===== config.mk =====
export PLATFORM = sky130hd
export DESIGN_NAME = audio_to_pwm_conversion
export DESIGN_NICKNAME = d
export VERILOG_FILES = /design/src/rtl/audio_pwm_pkg.sv /design/src/rtl/audio_to_pwm_conversion_pwm_counter.sv /design/src/rtl/audio_to_pwm_conversion.sv
export SDC_FILE = /design/constraint.sdc
export NUM_CORES = 1
export LEC_CHECK = 0
export BUFFER_PORTS_ARGS = -buffer_cell sky130_fd_sc_hd__buf_2
export CAP_MARGIN = 10
export CORE_MARGIN = 1.5
export CORE_UTILIZATION = 25
export CTS_CLUSTER_SIZE = 14
export DETAILED_ROUTE_END_ITERATION = 10
export SLEW_MARGIN = 25
export SYNTH_ARGS = -nofsm -noshare
export SYNTH_HDL_FRONTEND = slang
export SYNTH_SLANG_ARGS = --single-unit

===== constraint.sdc =====
create_clock -name clk -period 1.58 [get_ports clk]
set_input_delay 0.158 -clock clk [delete_from_list [all_inputs] [get_ports clk]]
set_output_delay 0.158 -clock clk [all_outputs]
set_load 0.01 [all_outputs]

===== src/rtl/audio_pwm_pkg.sv =====
// ============================================================================
// Module   : audio_pwm_pkg
// Brief    : Shared defaults, the sample-to-duty shift and the duty type for
//            the audio-to-PWM converter.
// Revision : 1.0 - initial release
// ============================================================================
`default_nettype none

package audio_pwm_pkg;

  // Default audio sample width (signed two's complement)
  localparam int unsigned c_SAMPLE_W   = 16;
  // Default PWM counter width; the period is 2^c_CNT_W clocks
  localparam int unsigned c_CNT_W      = 7;
  // Right shift that maps a full-scale magnitude onto 0..2^c_CNT_W
  localparam int unsigned c_DUTY_SHIFT = c_SAMPLE_W - 1 - c_CNT_W;

  // Duty needs one bit more than the counter so that full scale (2^CNT_W)
  // can mean "high for the whole period"
  typedef logic [c_CNT_W:0] duty_t;

endpackage

`default_nettype wire


===== src/rtl/audio_to_pwm_conversion_pwm_counter.sv =====
// ============================================================================
// Module   : pwm_counter
// Brief    : Free-running PWM period counter with wrap flag and left-aligned
//            compare against the latched duty.
// Revision : 1.0 - initial release
// ============================================================================
`default_nettype none

module pwm_counter #(
  parameter int unsigned CNT_W = 7
) (
  input  logic             clk,
  input  logic             reset,
  input  logic [CNT_W:0]   duty_i,
  output logic             wrap_o,
  output logic             led_o
);

  logic [CNT_W-1:0] cnt_q;
  logic [CNT_W-1:0] cnt_d;
  logic             led_q;
  logic             led_d;

  // Next-state: counter wraps naturally at 2^CNT_W; output high while cnt < duty
  always_comb begin
    cnt_d  = cnt_q + 1'b1;
    wrap_o = &cnt_q;
    led_d  = ({1'b0, cnt_q} < duty_i);
  end

  // Counter and registered PWM output, cleared asynchronously
  always_ff @(posedge clk or negedge reset) begin
    if (!reset) begin
      cnt_q <= '0;
      led_q <= 1'b0;
    end else begin
      cnt_q <= cnt_d;
      led_q <= led_d;
    end
  end

  assign led_o = led_q;

endmodule

`default_nettype wire


===== src/rtl/audio_to_pwm_conversion.sv =====
// ============================================================================
// Module   : audio_to_pwm_conversion
// Brief    : Converts a signed audio sample into a left-aligned PWM output
//            whose duty equals the normalised sample magnitude. The duty is
//            latched once per period so the waveform never glitches.
// Options  : APWM_INPUT_REG_EN - register the sample before the magnitude
//            computation (one extra clock of latency).
// Revision : 1.0 - initial release
// ============================================================================
`default_nettype none

module audio_to_pwm_conversion
  import audio_pwm_pkg::*;
#(
  parameter int unsigned SAMPLE_W = c_SAMPLE_W,
  parameter int unsigned CNT_W    = c_CNT_W
) (
  input  logic                clk,
  input  logic                reset,
  input  logic [SAMPLE_W-1:0] sample,
  output logic                led_out
);

  localparam int unsigned c_SHIFT = SAMPLE_W - 1 - CNT_W;

  logic [SAMPLE_W-1:0] sample_src;
  logic [SAMPLE_W-1:0] mag;
  logic [CNT_W:0]      duty_d;
  logic [CNT_W:0]      duty_q;
  logic                wrap;

`ifdef APWM_INPUT_REG_EN
  logic [SAMPLE_W-1:0] sample_q;

  // Optional input stage: retime the sample before the magnitude path
  always_ff @(posedge clk or negedge reset) begin
    if (!reset) begin
      sample_q <= '0;
    end else begin
      sample_q <= sample;
    end
  end

  assign sample_src = sample_q;
`else
  assign sample_src = sample;
`endif

  // Magnitude as unsigned SAMPLE_W bits (most-negative value maps to 2^(W-1)),
  // then scale down so full scale lands exactly on 2^CNT_W
  always_comb begin
    mag    = sample_src[SAMPLE_W-1] ? ('0 - sample_src) : sample_src;
    duty_d = (CNT_W+1)'(mag >> c_SHIFT);
  end

  // Duty is only taken at the last clock of a period so it applies cleanly
  // from the next period onward
  always_ff @(posedge clk or negedge reset) begin
    if (!reset) begin
      duty_q <= '0;
    end else if (wrap) begin
      duty_q <= duty_d;
    end
  end

  pwm_counter #(
    .CNT_W (CNT_W)
  ) u_counter (
    .clk    (clk),
    .reset  (reset),
    .duty_i (duty_q),
    .wrap_o (wrap),
    .led_o  (led_out)
  );

endmodule

`default_nettype wire


* Yosys cells after proc, flatten, opt, wreduce, memory -nomap -nowiden
Index checks and enable logic that the tools add are counted.
Operators by class: add/subtract/negate cells 2, order comparisons 1, multiplexer cells 1, reductions and logical operators 1
Operators by type and width (count):
- 2-to-1 mux 16 bit | 1
- subtractor 1 x 16 -> 16 bit (first input constant) | 1
- less-than comparator 7 x 8 -> 1 bit | 1
- adder 7 x 1 -> 7 bit (second input constant) | 1
- AND reduction 7 bit | 1
Storage, ports and cells: register bits after elaboration 16, input port bits 18, output and inout port bits 1, logic and storage cells 8

* Depth between registers and ports, before layout
Gate-level depths: netlist (run 1).
depth in word-level cells 2, gate-level depth with buffers 6, depth with buffers taken out 6

* Hierarchy
Synthesis (run 1) repeated with hierarchy kept, for this count alone.
Unflattened totals: cells, all modules 94, area total of the unflattened synthesis 925.9 um2
Modules (own cells, without submodules):
- audio_to_pwm_conversion | instances 1, cells an instance 52, area each 467.9 um2, seq. area each 200.2 um2
- pwm_counter | instances 1, cells an instance 42, area each 457.9 um2, seq. area each 200.2 um2

* Worst setup path before layout (run 1)
OpenSTA, ideal clock, no wires.
path type reg-to-reg, from register u_counter.cnt_q[0], to register duty_q[2], library setup time 0.131 ns, arrival time 1.251 ns, data required time 1.449 ns, path slack 0.198 ns, stages on the path, launching flop included 7, path buffers 1, period minus slack after synthesis 1.382 ns, cell sequence dfrtp_1 ha_1 and3_1 nand4_1 buf_2 nand2_1 o21ai_0
On the way: longest elaborated chain between the ends 1
RTL lines:
- start: declaration | line audio_to_pwm_conversion_pwm_counter.sv:19 | logic [CNT_W-1:0] cnt_q;
- start signal: assignment | line audio_to_pwm_conversion_pwm_counter.sv:37 | cnt_q <= cnt_d;
- AND reduction 7 bit | line audio_to_pwm_conversion_pwm_counter.sv:27 | wrap_o = &cnt_q;
- end signal: assignment | line audio_to_pwm_conversion.sv:62 | duty_q <= duty_d;
- end: declaration | line audio_to_pwm_conversion.sv:29 | logic [CNT_W:0] duty_q;
Every way passes these cells. A chain may end at the register's enable or synchronous reset.

* Worst setup path in the final report (run 1)
from register u_counter.cnt_q[0], to register duty_q[5]
Same word-level chain as after synthesis.

==> results of run 1 <==
[state kept, by name, indices dropped and copies added (netlist names)]
signal	flops
u_counter.led_o	1
u_counter.cnt_q	7
duty_q	8
[power groups by stage]
| stage | sequential [mW] | clock (mW) | combinational, mW |
|---|---|---|---|
| 2_1_floorplan | 0.417 | 0 | 0.0267 |
| 3_3_place_gp | 0.417 | 0 | 0.0732 |
| 3_5_place_dp | 0.417 | 0 | 0.0746 |
| 4_1_cts | 0.410 | 0.367 | 0.0767 |
| 5_1_grt | 0.409 | 0.382 | 0.0829 |
| 6_report | 0.410 | 0.353 | 0.0746 |
[path summary, 6_finish.rpt]
| kind | start | end | slack (ns) | cells after the start |
|---|---|---|---|---|
| min in group asynchronous | reset | u_counter.led_o | 0.35 | 2 |
| hold reg to reg | duty_q[3] | duty_q[3] | 0.48 | 2 |
| max in group asynchronous | reset | u_counter.cnt_q[1] | 0.98 | 2 |
| setup reg to reg | u_counter.cnt_q[0] | duty_q[5] | 0.19 | 6 |
| hold / removal | sample[14] | duty_q[7] | 0.19 | 3 |
| setup / recovery | u_counter.cnt_q[0] | duty_q[5] | 0.19 | 6 |
[synth_stat cells]
cell type,number,area share
nor3_1,1,0.0053
a21oi_1,2,0.011
nand3_1,2,0.011
o31ai_4,2,0.045
nand2b_1,1,0.0067
ha_1,7,0.093
inv_1,7,0.028
o22a_1,1,0.0093
nand2_1,12,0.048
nor2_1,2,0.0080
nand4b_1,1,0.0093
xor2_1,10,0.093
or3_4,1,0.012
nand4_1,1,0.0067
o21ai_1,8,0.043
o21ai_0,3,0.016
dfrtp_1,16,0.43
nand3b_1,1,0.0080
buf_2,1,0.0053
nand3_4,1,0.019
nor4_4,2,0.045
xnor2_1,2,0.019
and3_1,1,0.0067
a21o_1,3,0.024
[stage by stage]
step / total power, mW / setup slack [ns] / hold WS [ns] / std cells / utilization
2_1_floorplan: 0.4441 / 0.1981 / -0.1376 / 88 / -
3_3_place_gp: 0.4904 / 0.2334 / 0.08411 / 154 / 0.2999
3_5_place_dp: 0.4918 / 0.2055 / 0.08902 / 154 / 0.2999
4_1_cts: 0.8531 / 0.1814 / 0.1860 / 159 / 0.3178
5_1_grt: 0.8739 / 0.09490 / 0.2243 / 159 / 0.3178
6_report: 0.8379 / 0.1887 / 0.1894 / 159 / 0.3178
[critical path, stage by stage (launching register included)]
cell	delay, ns
dfrtp_1	0.40
ha_1	0.20
and3_1	0.22
nand4_1	0.11
buf_4	0.20
nand2_1	0.07
o21ai_0	0.07
[cells by family after synthesis]
| family | synth area share |
|---|---|
| compound gates | 0.1482 |
| xor+xnor | 0.1121 |
| fa+ha+maj | 0.09345 |
| buf+inv | 0.03338 |
| flops | 0.4272 |
| simple gates | 0.1856 |
[area by class of cell]
type | count | area (um^2) | share of cell area
sequential | 16 | 400.4 | 0.3467
clock buffer | 4 | 55.05 | 0.04767
tap | 48 | 60.06 | 0.05200
multi-input combinational | 64 | 505.5 | 0.4377
timing repair buffer | 20 | 107.6 | 0.09317
inverter | 7 | 26.28 | 0.02275
[metal layers]
metal  global-route usage  vias to the layer above  share of wire
met1               0.1179                      299           0.50
met2               0.1354                       13           0.45
li1                     -                      348              -
met5                    0                        -              0
met3              0.03521                        2          0.050
met4              0.01596                        0         0.0070
[timing repair]
item | CTS | global route
gates resized for setup | 0 | 0
hold buffers | 1 | 0
endpoints found under the hold margin | 16 | 0
==> results.cfg, run 1 <==
[outcome]
status = complete, no violations

[yosys]
ys.warnings.count = 0
netlist_area_um2 = 937.1
ys_seq_elements = 16
synth.net_count = 113
ys_types = 24
avgSynthCellArea_um2 = 10.65
syn_inst = 88
ys_seq_area_frac = 0.4272

[cells_and_area]
layout.cells.most_common_list = 18 x buf_2, 16 x dfrtp_1, 12 x nand2_1, 10 x xor2_1, 8 x o21ai_1
nNetsFinal = 137
fillers = 382
design_area_um2 = 1155
final_common_cell = buf_2
syn_to_final_growth_pct = 23.23
diodes = 0
drive_gt1_frac = 0.2613

[timing]
final.setup.tns_ns = 0
setup_viol = 0
period_share = 0.8806
finalHoldViolations = 0
fin_skew_ns = 0.003383
max_freq_ghz = 0.7187
fin_crit_ns = 1.391
tightestPinTransition_ns = 0.3449
rsz0062_at_grt = no
drv_slew = 0
max_slew_margin = 0.7701

[drt]
drtIter0Drc = 20
drtAntennaViolNets = 0
vias = 662
routed_wl_mm = 1.575
post_drt_wl_per_cell_um = 9.906
via_per_inst = 4.164
drtPass1Iterations = 5
drc = 0

[floorplan]
dieArea_um2 = 4125
coreArea_um2 = 3633
initial_core_util = 0.2579
ios = 19
dieHeight_um = 64.23
die_w_um = 64.23
rows = 22

[worst_setup_path]
startpoint_type = flip-flop
worstPathArrival_ns = 1.52
cp.required_ns = 1.71
crit_path_max_fanout = 16
path_class = flip-flop to flip-flop
end_kind = flip-flop

[clocking]
clk_path_buf_depth = 2
root_buffer = clkbuf_8
clk_latency_ns = 0.25
clkTransAtPathRegs_ns = 0.06
ctsHtreeMaxLevel = 1
cts_made_buffers = 3
cts_setup_buffers = 0
cts_tree = built
cts_num_sinks = 16

[min_path]
hp-class = input pin to flip-flop

[global_route]
grt_pass1_wl_mm = 2.884
grt_pass1_vias = 659
track_usage = 0.08815
antenna_found_initial = 0
grt_overflow_total = 0
grt_max_degree = 17

[power_and_ir_drop]
p_leak_nw = 0.5942
comb_power_share = 0.089
p_switching_mw = 0.1745
peakVddDrop_mv = 0.2918
clkPwrFrac = 0.422
power.density_nw_per_um2 = 725.5
p_sw_frac = 0.2082
seqPwrFrac = 0.489
internal_power_mw = 0.6634

[placement]
hpwlAfterDp_mm = 1.306
io_buffer_count = 18
placed_area_um2 = 1090
place_congestion = 0.6856

[job]
maxCapViolCount = 0
Note: power is estimated with default switching activity, not from simulation.
==> inputs of run 2 (changes only) <==
CORE_UTILIZATION = 35   (was 25)
==> run 2 against run 1 <==
  * Setup slack gained 0.00064 ns
  * Hold slack lost 0.043 ns
  * Sequential share of layout area grew 1.3 points
  * Largest cell class unchanged
  * Maximum frequency is essentially flat
  * Clock skew shrank 0.00096 ns
  * Clock power shrank 22%
  * Cell count shrank 11%
==> results.cfg, run 2 (same netlist as run 1, synthesis figures left out) <==
[placement]
place_ws_ns = 0.1832
hpwlAfterDp_mm = 1.302
io_buffer_count = 18
place_congestion = 0.7095

[timing]
final.setup.tns_ns = 0
max_slew_margin = 0.7658
fin_skew_ns = 0.002419
rsz0062_at_grt = no
setup_viol = 0
drv_slew = 0
finalHoldViolations = 0
max_freq_ghz = 0.7191
layout_setup_ws_ns = 0.1893
period_share = 0.8802
fin_crit_ns = 1.391
tightestPinTransition_ns = 0.3513

[cells_and_area]
fillers = 246
regArea_um2 = 400.4
multi_input_area_um2 = 505.5
final_common_cell = buf_2
diodes = 0
drive_gt1_frac = 0.2613
nNetsFinal = 137
largest_register = duty_q
largest_reg_flops = 8
syn_to_final_growth_pct = 18.83
layout.cells.most_common_list = 18 x buf_2, 16 x dfrtp_1, 12 x nand2_1, 10 x xor2_1, 8 x o21ai_1

[worst_setup_path]
r2r_cells = 5
startpoint_type = flip-flop
crit_path_max_fanout = 16
slowest_stage = dfrtp_1
cp_cell_sequence = ha_1, and3_1, nand4_1, buf_4, o21ai_0
cp.required_ns = 1.79
end_kind = flip-flop
max_stage_delay_ns = 0.40
crit_start = u_counter.cnt_q[0]
r2r_slack_ns = 0.19
rr_endpoint = duty_q[2]
reg2reg_from = u_counter.cnt_q[0]
path_class = flip-flop to flip-flop
cp-endpoint = duty_q[2]
worstPathArrival_ns = 1.60

[outcome]
status = complete, no violations

[power_and_ir_drop]
peakVddDrop_mv = 0.3044
clkPwrFrac = 0.363
p_switching_mw = 0.1773
total_power_mw = 0.7596
seqPwrFrac = 0.539
internal_power_mw = 0.5823
power.density_nw_per_um2 = 682.1
p_sw_frac = 0.2335
p_leak_nw = 0.5864
comb_power_share = 0.098

[drt]
drtAntennaViolNets = 0
drtIter0Drc = 3
drtPass1Iterations = 4
vias = 665
routed_wl_mm = 1.590
post_drt_wl_per_cell_um = 11.28
drc = 0
via_per_inst = 4.716

[clocking]
root_buffer = clkbuf_4
cts_tree = built
cts_setup_buffers = 0
cts_num_sinks = 16
clk_latency_ns = 0.29
cts_hold_buf = 1
cts_made_buffers = 3
clk_path_buf_depth = 2
postCtsResizedCells = 0
clkTransAtPathRegs_ns = 0.10
ctsHtreeMaxLevel = 1

[floorplan]
die_w_um = 54.75
coreArea_um2 = 2500
dieArea_um2 = 2997
ios = 19
rows = 18
initial_core_util = 0.3749
dieHeight_um = 54.75

[global_route]
grt_overflow_total = 0
grt_pass1_wl_mm = 2.829
antenna_found_initial = 0
grt_pass1_vias = 662
track_usage = 0.1351
grt_max_degree = 17

[min_path]
hp-start = sample[14]
hp-class = input pin to flip-flop

[job]
maxCapViolCount = 0
-- run 2: cell count changes in the layout (fill, tap and decap cells not counted) --
cell,delta
clkbuf_4,+3
clkbuf_8,-3
-- run 2: critical path, delay by kind of cell, from the launching register on --
family	cells	cell delay [ns]
flops	1	0.40
simple gates	2	0.33
fa+ha+maj	1	0.19
buf+inv	1	0.19
compound gates	1	0.19
-- run 2: how the worst min path moves through the flow --
stage	end	slack (ns)	cells after the start
after floorplan	duty_q[0]	-0.14	0
after global placement	u_counter.cnt_q[2]	0.08	1
after detailed placement	u_counter.cnt_q[2]	0.09	1
after CTS	duty_q[7]	0.14	3
after global routing	duty_q[7]	0.15	3
final	duty_q[7]	0.15	3
-- run 2: power groups by stage --
stage	Clock [mW]	Combinational (mW)	Sequential, mW
finish	0.276	0.0746	0.409
global route	0.296	0.0847	0.409
CTS	0.283	0.0763	0.409
detailed placement	0	0.0743	0.417
global placement	0	0.0722	0.417
floorplan	0	0.0267	0.417
-- run 2: layout make-up --
cell class              instances  area share
clock buffers                   4     0.03258
inverters                       7     0.02360
multi-input cells              64      0.4539
flip-flops and latches         16      0.3595
well taps                      30     0.03371
repair buffers                 20     0.09663
-- run 2: through the flow --
| stage | utilization | cells | cell area, um^2 | hold slack (ns) |
|---|---|---|---|---|
| after global placement | 0.4269 | 136 | 1067 | 0.08277 |
| after detailed placement | 0.4269 | 136 | 1067 | 0.08619 |
| after CTS | 0.4454 | 141 | 1114 | 0.1426 |
| after global routing | 0.4454 | 141 | 1114 | 0.1509 |
| final | 0.4454 | 141 | 1114 | 0.1462 |
| after floorplan | - | 88 | 937.1 | -0.1376 |
-- run 2: metal layers --
layer / up-vias / share of wire / global-route usage
met5: - / 0 / 0
met4: 0 / 0.014 / 0.07500
met3: 4 / 0.050 / 0.01639
met2: 20 / 0.47 / 0.2341
met1: 292 / 0.46 / 0.1594
li1: 349 / - / -
==> inputs of run 3 (changes only) <==
CORE_ASPECT_RATIO = 1.25   (was unset)
==> run 3 against run 2 <==
  * Power shrank 8.4%
  * Clock skew grew 0.00097 ns
  * Sequential power is essentially flat
  * Critical path depth grew 1
  * Non-clock buffer count is the same
  * Clock power shrank 23%
  * Utilization is essentially flat
  * Sequential share of layout area grew 0.33 points
  * Hold slack gained 0.0065 ns
  * Wire length shrank 5.3%
  * Setup slack gained 0.013 ns
  * Largest cell class unchanged
  * Highest routed layer unchanged
==> results.cfg, run 3 (same netlist as run 1, synthesis figures left out) <==
[power_and_ir_drop]
peakVddDrop_mv = 0.2740
p_leak_nw = 0.5792
p_sw_frac = 0.2379
internal_power_mw = 0.5303
clkPwrFrac = 0.306
total_power_mw = 0.6958
power.density_nw_per_um2 = 630.5
p_switching_mw = 0.1655
comb_power_share = 0.106
seqPwrFrac = 0.588

[placement]
place_congestion = 0.7297
io_buffer_count = 18
hpwlAfterDp_mm = 1.228
place_ws_ns = 0.2104

[timing]
max_freq_ghz = 0.7258
max_slew_margin = 0.7591
drv_slew = 0
period_share = 0.8720
layout_setup_ws_ns = 0.2022
tightestPinTransition_ns = 0.3613
final.setup.tns_ns = 0
rsz0062_at_grt = no
finalHoldViolations = 0
fin_skew_ns = 0.003388
fin_crit_ns = 1.378
setup_viol = 0
hold_slack_ns = 0.1527

[global_route]
grt_max_degree = 17
grt_overflow_total = 0
grt_pass1_wl_mm = 2.739
track_usage = 0.1185
grt_pass1_vias = 674
antenna_found_initial = 0

[worst_setup_path]
end_kind = flip-flop
cp.required_ns = 1.75
startpoint_type = flip-flop
crit_path_max_fanout = 16
path_class = flip-flop to flip-flop
worstPathArrival_ns = 1.55

[floorplan]
coreArea_um2 = 2477
initial_core_util = 0.3783
dieArea_um2 = 2999
ios = 19
die_w_um = 49.28
dieHeight_um = 60.86
rows = 20

[cells_and_area]
layout.cells.most_common_list = 18 x buf_2, 16 x dfrtp_1, 12 x nand2_1, 10 x xor2_1, 8 x o21ai_1
diodes = 0
drive_gt1_frac = 0.2545
largest_register = duty_q
final_common_cell = buf_2
fillers = 240
largest_reg_flops = 8
syn_to_final_growth_pct = 17.76
nNetsFinal = 137

[drt]
via_per_inst = 4.615
drtIter0Drc = 8
routed_wl_mm = 1.506
drtAntennaViolNets = 0
post_drt_wl_per_cell_um = 10.53
vias = 660
drtPass1Iterations = 4
drc = 0

[outcome]
status = complete, no violations

[clocking]
cts_setup_buffers = 0
cts_tree = built
clk_path_buf_depth = 2
root_buffer = clkbuf_4
clk_latency_ns = 0.28
cts_made_buffers = 3
cts_num_sinks = 16
ctsHtreeMaxLevel = 1
postCtsResizedCells = 0
cts_hold_buf = 1
clkTransAtPathRegs_ns = 0.09

[min_path]
hp-class = input pin to flip-flop

[job]
maxCapViolCount = 0
==> run 3: path summary, 6_finish.rpt <==
path	start	to	cells past startpoint	slack [ns]
worst max-delay path	u_counter.cnt_q[0]	duty_q[3]	6	0.20
worst min-delay path	sample[14]	duty_q[7]	3	0.15
worst max register to register	u_counter.cnt_q[0]	duty_q[3]	6	0.20
worst min register to register	u_counter.cnt_q[0]	u_counter.cnt_q[0]	1	0.48
max in group asynchronous	reset	u_counter.cnt_q[3]	2	1.01
min in group asynchronous	reset	u_counter.led_o	2	0.31
==> run 3: worst max-delay path, cell delays in order, from the launching register on <==
cell and delay [ns]:
dfrtp_1 0.40, ha_1 0.19, and3_1 0.23, nand4_1 0.11, buf_4 0.20, nand2_1 0.07, o21ai_0 0.07
==> run 3: power by group through the flow <==
stage | clock network, mW | logic [mW] | registers, mW
after detailed placement | 0 | 0.0740 | 0.417
after global placement | 0 | 0.0719 | 0.417
after global routing | 0.235 | 0.0825 | 0.409
after CTS | 0.223 | 0.0759 | 0.409
final | 0.213 | 0.0738 | 0.409
after floorplan | 0 | 0.0267 | 0.417
==> run 3: cell type report <==
cell class	instances	area (um^2)	share of cell area
Multi-Input combinational cell	64	505.5	0.4580
Sequential cell	16	400.4	0.3628
Tap cell	33	41.29	0.03741
Timing Repair Buffer	20	107.6	0.09751
Clock buffer	3	22.52	0.02041
Inverter	7	26.28	0.02381
==> run 3: layer usage <==
metal	up-vias	part of all wire	GRT usage
li1	346	-	-
met5	-	0	0
met2	22	0.48	0.2181
met1	290	0.46	0.1413
met4	0	0.014	0.06122
met3	2	0.044	0.007389
==> run 3: stage by stage <==
stage               instance area, um^2  std cells  utilization
global placement                   1071        139       0.4323
CTS                                1104        143       0.4455
global route                       1104        143       0.4455
detailed placement                 1071        139       0.4323
floorplan                         937.1         88            -
finish                             1104        143       0.4455
